## src/rtl/pe_pkg.sv

```systemverilog
`default_nettype none
// ============================================================================
// Module   : pe_pkg
// Brief    : Kernel-mode encoding, window-length decode and psum widths shared
//            by the MAC column and its partial-sum accumulator.
// Revision : 1.0  initial release
// ============================================================================
package pe_pkg;

    localparam int DATA_WIDTH       = 8;
    localparam int OUT_WIDTH        = 2 * DATA_WIDTH;
    localparam int COLUMN_OUT_WIDTH = OUT_WIDTH + 3;
    localparam int ACC_WIDTH        = COLUMN_OUT_WIDTH + 3;

    localparam logic [1:0] MODE_4_3X3 = 2'b00;
    localparam logic [1:0] MODE_4X4   = 2'b01;
    localparam logic [1:0] MODE_5X5   = 2'b10;
    localparam logic [1:0] MODE_6X6   = 2'b11;

    // Window length K, 3..6 beats per kernel window.
    typedef logic [2:0] kernel_k_t;

    localparam kernel_k_t K_RESET = 3'd3;

    function automatic kernel_k_t mode_to_k(input logic [1:0] mode);
        case (mode)
            MODE_4_3X3: return 3'd3;
            MODE_4X4:   return 3'd4;
            MODE_5X5:   return 3'd5;
            default:    return 3'd6;
        endcase
    endfunction

endpackage
`default_nettype wire

```

## src/rtl/pe_psum_acc_if.sv

```systemverilog
`default_nettype none
// ============================================================================
// Module   : pe_psum_acc_if
// Brief    : Column-psum input stream and finished-result output stream of the
//            PE partial-sum accumulator.
// Revision : 1.0  initial release
// ============================================================================
interface pe_psum_acc_if
    import pe_pkg::*;
#(
    parameter int COLUMN_OUT_WIDTH = pe_pkg::COLUMN_OUT_WIDTH,
    parameter int ACC_WIDTH        = pe_pkg::ACC_WIDTH
);

    logic [COLUMN_OUT_WIDTH-1:0] i_psum_column;
    logic                        i_psum_valid;
    logic                        o_psum_ready;
    logic [ACC_WIDTH-1:0]        o_acc_data;
    logic                        o_acc_valid;
    logic                        i_acc_ready;

    // The accumulator: consumes psums, produces results.
    modport slave (
        input  i_psum_column,
        input  i_psum_valid,
        output o_psum_ready,
        output o_acc_data,
        output o_acc_valid,
        input  i_acc_ready
    );

    // The surrounding column / output buffer.
    modport master (
        output i_psum_column,
        output i_psum_valid,
        input  o_psum_ready,
        input  o_acc_data,
        input  o_acc_valid,
        output i_acc_ready
    );

endinterface
`default_nettype wire

```

## src/rtl/pe_acc_out_reg.sv

```systemverilog
`default_nettype none
// ============================================================================
// Module   : pe_acc_out_reg
// Brief    : One-entry valid/ready result register; optional ReLU on load
//            when PE_PSUM_ACC_RELU_EN is defined.
// Revision : 1.0  initial release
// ============================================================================
module pe_acc_out_reg #(
    parameter int ACC_WIDTH = 22
) (
    input  wire logic                 i_clk,
    input  wire logic                 i_rst_n,
    input  wire logic                 i_load,
    input  wire logic [ACC_WIDTH-1:0] i_load_data,
    input  wire logic                 i_ready,
    output logic                      o_valid,
    output logic [ACC_WIDTH-1:0]      o_data,
    output logic                      o_can_accept
);

    logic                 r_valid;
    logic [ACC_WIDTH-1:0] r_data;
    logic [ACC_WIDTH-1:0] w_load_val;

`ifdef PE_PSUM_ACC_RELU_EN
    assign w_load_val = i_load_data[ACC_WIDTH-1] ? '0 : i_load_data;
`else
    assign w_load_val = i_load_data;
`endif

    // A load wins over a drain so back-to-back results never drop valid.
    always_ff @(posedge i_clk or negedge i_rst_n) begin
        if (!i_rst_n) begin
            r_valid <= 1'b0;
            r_data  <= '0;
        end else if (i_load) begin
            r_valid <= 1'b1;
            r_data  <= w_load_val;
        end else if (r_valid && i_ready) begin
            r_valid <= 1'b0;
        end
    end

    assign o_valid      = r_valid;
    assign o_data       = r_data;
    assign o_can_accept = !r_valid || i_ready;

endmodule
`default_nettype wire

```

## src/rtl/pe_psum_acc.sv

```systemverilog
`default_nettype none
// ============================================================================
// Module   : pe_psum_acc
// Brief    : Accumulates K column psums into one kernel-window result with
//            backpressure; optional ReLU via PE_PSUM_ACC_RELU_EN.
// Revision : 1.0  initial release
// ============================================================================
module pe_psum_acc
    import pe_pkg::*;
#(
    parameter int DATA_WIDTH       = 8,
    parameter int OUT_WIDTH        = 2 * DATA_WIDTH,
    parameter int COLUMN_OUT_WIDTH = OUT_WIDTH + 3,
    parameter int ACC_WIDTH        = COLUMN_OUT_WIDTH + 3
) (
    input  wire logic       i_clk,
    input  wire logic       i_rst_n,
    input  wire logic [1:0] i_mode,
    input  wire logic       i_clear,
    pe_psum_acc_if.slave    bus,
    output logic            o_busy
);

    localparam int c_EXT_WIDTH = ACC_WIDTH - COLUMN_OUT_WIDTH;

    kernel_k_t                   r_k;
    logic      [2:0]             r_cnt;
    logic      [ACC_WIDTH-1:0]   r_acc;

    kernel_k_t                   w_k_eff;
    logic      [ACC_WIDTH-1:0]   w_psum_ext;
    logic      [ACC_WIDTH-1:0]   w_sum;
    logic                        w_psum_ready;
    logic                        w_beat;
    logic                        w_last;

    assign w_psum_ext = {{c_EXT_WIDTH{bus.i_psum_column[COLUMN_OUT_WIDTH-1]}},
                         bus.i_psum_column};

    // The mode is only honoured on the first beat of a window.
    assign w_k_eff = (r_cnt == 3'd0) ? mode_to_k(i_mode) : r_k;
    assign w_beat  = bus.i_psum_valid && w_psum_ready && !i_clear;
    assign w_last  = w_beat && (r_cnt == (w_k_eff - 3'd1));
    assign w_sum   = r_acc + w_psum_ext;

    always_ff @(posedge i_clk or negedge i_rst_n) begin
        if (!i_rst_n) begin
            r_acc <= '0;
            r_cnt <= 3'd0;
            r_k   <= K_RESET;
        end else if (i_clear) begin
            r_acc <= '0;
            r_cnt <= 3'd0;
        end else if (w_beat) begin
            if (r_cnt == 3'd0) begin
                r_k <= w_k_eff;
            end
            if (w_last) begin
                r_acc <= '0;
                r_cnt <= 3'd0;
            end else begin
                r_acc <= w_sum;
                r_cnt <= r_cnt + 3'd1;
            end
        end
    end

    pe_acc_out_reg #(
        .ACC_WIDTH (ACC_WIDTH)
    ) u_out_reg (
        .i_clk        (i_clk),
        .i_rst_n      (i_rst_n),
        .i_load       (w_last),
        .i_load_data  (w_sum),
        .i_ready      (bus.i_acc_ready),
        .o_valid      (bus.o_acc_valid),
        .o_data       (bus.o_acc_data),
        .o_can_accept (w_psum_ready)
    );

    assign bus.o_psum_ready = w_psum_ready;
    assign o_busy           = (r_cnt != 3'd0);

endmodule
`default_nettype wire
```

## src/flat_wrapper.sv

```systemverilog
// flat-port wrapper written by rule: the top's interface ports become plain ports
module pe_psum_acc_flat import pe_pkg::*;
#(
    parameter int DATA_WIDTH       = 8,
    parameter int OUT_WIDTH        = 2 * DATA_WIDTH,
    parameter int COLUMN_OUT_WIDTH = OUT_WIDTH + 3,
    parameter int ACC_WIDTH        = COLUMN_OUT_WIDTH + 3
)
  (i_clk, i_rst_n, i_mode, i_clear, o_busy, bus_i_psum_column, bus_i_psum_valid, bus_o_psum_ready, bus_o_acc_data, bus_o_acc_valid, bus_i_acc_ready);
  pe_psum_acc_if #(.COLUMN_OUT_WIDTH(COLUMN_OUT_WIDTH), .ACC_WIDTH(ACC_WIDTH)) bus_i ();
  input  wire logic i_clk;
  input  wire logic i_rst_n;
  input  wire logic [1:0] i_mode;
  input  wire logic i_clear;
  output logic o_busy;
  input wire logic [$bits(bus_i.i_psum_column)-1:0] bus_i_psum_column;
  input wire logic [$bits(bus_i.i_psum_valid)-1:0] bus_i_psum_valid;
  output wire logic [$bits(bus_i.o_psum_ready)-1:0] bus_o_psum_ready;
  output wire logic [$bits(bus_i.o_acc_data)-1:0] bus_o_acc_data;
  output wire logic [$bits(bus_i.o_acc_valid)-1:0] bus_o_acc_valid;
  input wire logic [$bits(bus_i.i_acc_ready)-1:0] bus_i_acc_ready;
  assign bus_i.i_psum_column = bus_i_psum_column;
  assign bus_i.i_psum_valid = bus_i_psum_valid;
  assign bus_o_psum_ready = bus_i.o_psum_ready;
  assign bus_o_acc_data = bus_i.o_acc_data;
  assign bus_o_acc_valid = bus_i.o_acc_valid;
  assign bus_i.i_acc_ready = bus_i_acc_ready;
  pe_psum_acc #(.DATA_WIDTH(DATA_WIDTH), .OUT_WIDTH(OUT_WIDTH), .COLUMN_OUT_WIDTH(COLUMN_OUT_WIDTH), .ACC_WIDTH(ACC_WIDTH)) u_core (.i_clk(i_clk), .i_rst_n(i_rst_n), .i_mode(i_mode), .i_clear(i_clear), .bus(bus_i), .o_busy(o_busy));
endmodule
```

## config.mk

```make
export PLATFORM = sky130hd
export DESIGN_NAME = pe_psum_acc_flat
export DESIGN_NICKNAME = d
export VERILOG_FILES = /design/src/rtl/pe_pkg.sv /design/src/rtl/pe_psum_acc_if.sv /design/src/rtl/pe_acc_out_reg.sv /design/src/rtl/pe_psum_acc.sv /design/src/flat_wrapper.sv
export SDC_FILE = /design/constraint.sdc
export NUM_CORES = 1
export LEC_CHECK = 0
export ABC_AREA = 1
export CORE_UTILIZATION = 50
export CTS_CLUSTER_DIAMETER = 100
export CTS_CLUSTER_SIZE = 24
export DETAILED_ROUTE_END_ITERATION = 8
export PLACE_DENSITY = 0.82
export SYNTH_ARGS = -nofsm -noshare
export SYNTH_HDL_FRONTEND = slang
export SYNTH_HIERARCHICAL = 1
export SYNTH_SLANG_ARGS = --single-unit
```

## constraint.sdc

```tcl
create_clock -name i_clk -period 3.2 [get_ports i_clk]
set_input_delay 0.64 -clock i_clk [delete_from_list [all_inputs] [get_ports i_clk]]
set_output_delay 0.64 -clock i_clk [all_outputs]
set_load 0.02 [all_outputs]
```

==> impl_metrics.ini <==
[place]
io_buffers = 50
gp_congestion = 0.896
dpl_cell_area_sq_um = 4250
dp_hpwl_mm = 6.74
dp_cells = 689
place_ws_ns = 0.124

[timing]
fmaxAchievable_mhz = 363
fin_tns_setup_ns = 0
setup_viol_count_final = 0
worst_pin_slew_ns = 1.14
holdWs_ns = 0.480
fin_ws_ns = 0.448
maxSlewHeadroom_pct = 24.3
finalCritPeriodShare_pct = 86.0
finClkSkew_ns = 0.00378
rsz0062_at_grt = no
slew_viol_final = 0
timing_hold_violations_final = 0
period_needed_ns = 2.75

[power]
p_sw_share_pct = 45.3
p_switching_mw = 1.57
power_density_nw_per_um2 = 795
seq_power_share_pct = 29.8
p_clk_share_pct = 13.1
internal-power_mw = 1.90
power.total_mw = 3.47
power.static_leakage_nw = 2.50
peakVddDrop_uv = 307
pwr-share-comb_pct = 57.2

[floorplan]
core_sq_um = 6940
ios = 51
dieArea_sq_um = 7690
die_w_microns = 87.7
die_h_microns = 87.7
initial_core_util_pct = 52.9
rows = 30

[logic_synthesis]
synth_nets = 601
synth_top_area_share_pct = 33.4
syn_avg_cell_area_sq_um = 6.70
synth_edf_count = 0
seq_area_frac_synth_pct = 34.8
synth_top_area_cell = dfrtp_1
yosys-top-cells-area = dfrtp_1 (33%), nand2_1 (27%), ha_1 (8.9%)
synth_cell_types = 29
synth-seq-cells = 51
syn-cell-area_sq_um = 3670
ys_async_sr_fraction_pct = 100
syn_inst = 548
synth_ff_type = dfrtp_1
yosys_warnings = 6

[clock_network]
cts_tree = built
htreeDepth = 2
cts_setup_buffers = 0
cts_buffers = 5
cts_buffer_depth = 2
root_buffer = clkbuf_8
cts_sinks = 51
clock_latency_ns = 0.30
clkTransAtPathRegs_ns = 0.09
cts_resized = 0
ctsHoldBuffers = 0

[worst_setup_path]
startpoint_type = primary input
path_common_cell = nand2_1
cpMaxStageDelayCell = clkdlybuf4s50_1
required_ns = 3.39
reg2reg_slack_ns = 0.61
crit_arrival_ns = 2.95
crit_path_end_kind = flop
cp_cell_sequence = clkdlybuf4s50_1, inv_1, ha_1, nor2_1, nand2_2, nand2_2, ha_1, xor2_1, nand2_1, nand2_1, nand4_1, nor2_1, inv_2, nand2_1, nand2_1
crit_type = in2reg
cp_max_fo = 23
slowest_delay_ns = 0.48

[grt]
grt.total_usage_pct = 23.8
grt_max_degree = 52
grt_pass1_wl_mm = 14.5
grt_overflow_total = 0
antenna_found_initial = 0
first_global_vias = 3318

[min_path]
hp-class = reg2reg

[routing]
drt_pass1_iterations = 4
post-route-drc-count = 0
wirelength_mm = 8.47
drtIter0Drc = 188
vias_per_cell = 4.91
wl_per_cell_microns = 12.1
vias = 3422
postRouteAntennaNets = 0

[cells_and_area]
final_cells = 697
postLayoutCoreUtil_pct = 62.8
area_growth_pct = 18.8
fin_nets = 653
layout_common_cells = nand2_1 (265), inv_1 (69), clkdlybuf4s50_1 (49), dfrtp_1 (49), nor2_1 (32)
n_antenna_cell = 0
fin_area_sq_um = 4360
layout-drive-gt1-share_pct = 5.49
final_common_cell = nand2_1

[run]
cap_viol_max_count = 0

[run_status]
status = completed
## power by group through the flow
stage	Sequential [mW]	Combinational (mW)	Clock [mW]
finish	1.03	1.98	0.454
global route	1.06	2.22	0.491
CTS	1.03	1.98	0.469
detailed placement	1.05	1.97	0
global placement	1.03	1.92	0
floorplan	1.17	1.23	0
## flip-flops by register name (all words and copies together) (netlist names)
name                      count
u_core/u_out_reg/o_valid      1
u_core/r_cnt                  3
u_core/r_acc                 22
u_core/r_k                    3
u_core/u_out_reg/o_data      22
## final cells by class
cell class                      count  area [sq um]
Clock inverter                      3          43.8
Sequential cell                    51          1280
Multi-Input combinational cell    415          2040
Inverter                           73           277
Timing Repair Buffer               54           538
Clock buffer                        5          68.8
Tap cell                           96           120
Fill cell                         666          2580
## worst paths after layout
| path | to | cells after the start | from |
|---|---|---|---|
| setup / recovery | u_core/u_out_reg/o_data[0] | 15 | i_mode[1] |
| hold reg to reg | u_core/u_out_reg/o_data[16] | 2 | u_core/u_out_reg/o_data[16] |
| hold / removal | u_core/u_out_reg/o_data[16] | 2 | u_core/u_out_reg/o_data[16] |
| max in group asynchronous | u_core/u_out_reg/o_data[14] | 1 | i_rst_n |
| min in group asynchronous | u_core/u_out_reg/o_data[5] | 1 | i_rst_n |
| setup reg to reg | u_core/u_out_reg/o_data[0] | 14 | u_core/r_cnt[0] |
## synth_stat cells (3+ instances only)
master,number
nand4_1,5
xnor2_1,4
nand3_1,27
nor3_1,3
nand2_1,265
inv_1,69
nor2_1,32
o21ai_0,5
and2_1,5
inv_2,3
a21oi_1,13
xor2_1,10
nand2_2,6
buf_6,5
nand3_2,4
dfrtp_1,49
ha_1,26
## routing by layer
metal | share of wire (%) | vias to the layer above | GRT usage (%) | wire length, microns
li1 | - | 1784 | - | -
met1 | 47 | 1554 | 30.6 | 3940
met2 | 48 | 75 | 42.2 | 4040
met3 | 4.3 | 9 | 2.36 | 364
met4 | 1.3 | 0 | 7.75 | 114
met5 | 0 | - | 0 | 0
## critical path, delay by kind of cell
family | cells | cell delay, ns
xor gates and xnor gates | 1 | 0.16
adders and majority gates | 2 | 0.38
buffers and inverters | 3 | 0.75
and+or+nand+nor | 9 | 1.02
## kinds of logic (layout without fill, tap and decap cells)
kind of cell | Yosys count | in the layout | share of synthesized area (%)
adders and majority gates | 27 | 27 | 9.41
buffers and inverters | 82 | 135 | 9.68
DFF | 51 | 51 | 34.8
AOI/OAI and AO/OA | 22 | 22 | 3.20
xor gates and xnor gates | 14 | 14 | 3.34
and+or+nand+nor | 352 | 352 | 39.5
No activity file was read; power rests on OpenSTA's default activity.
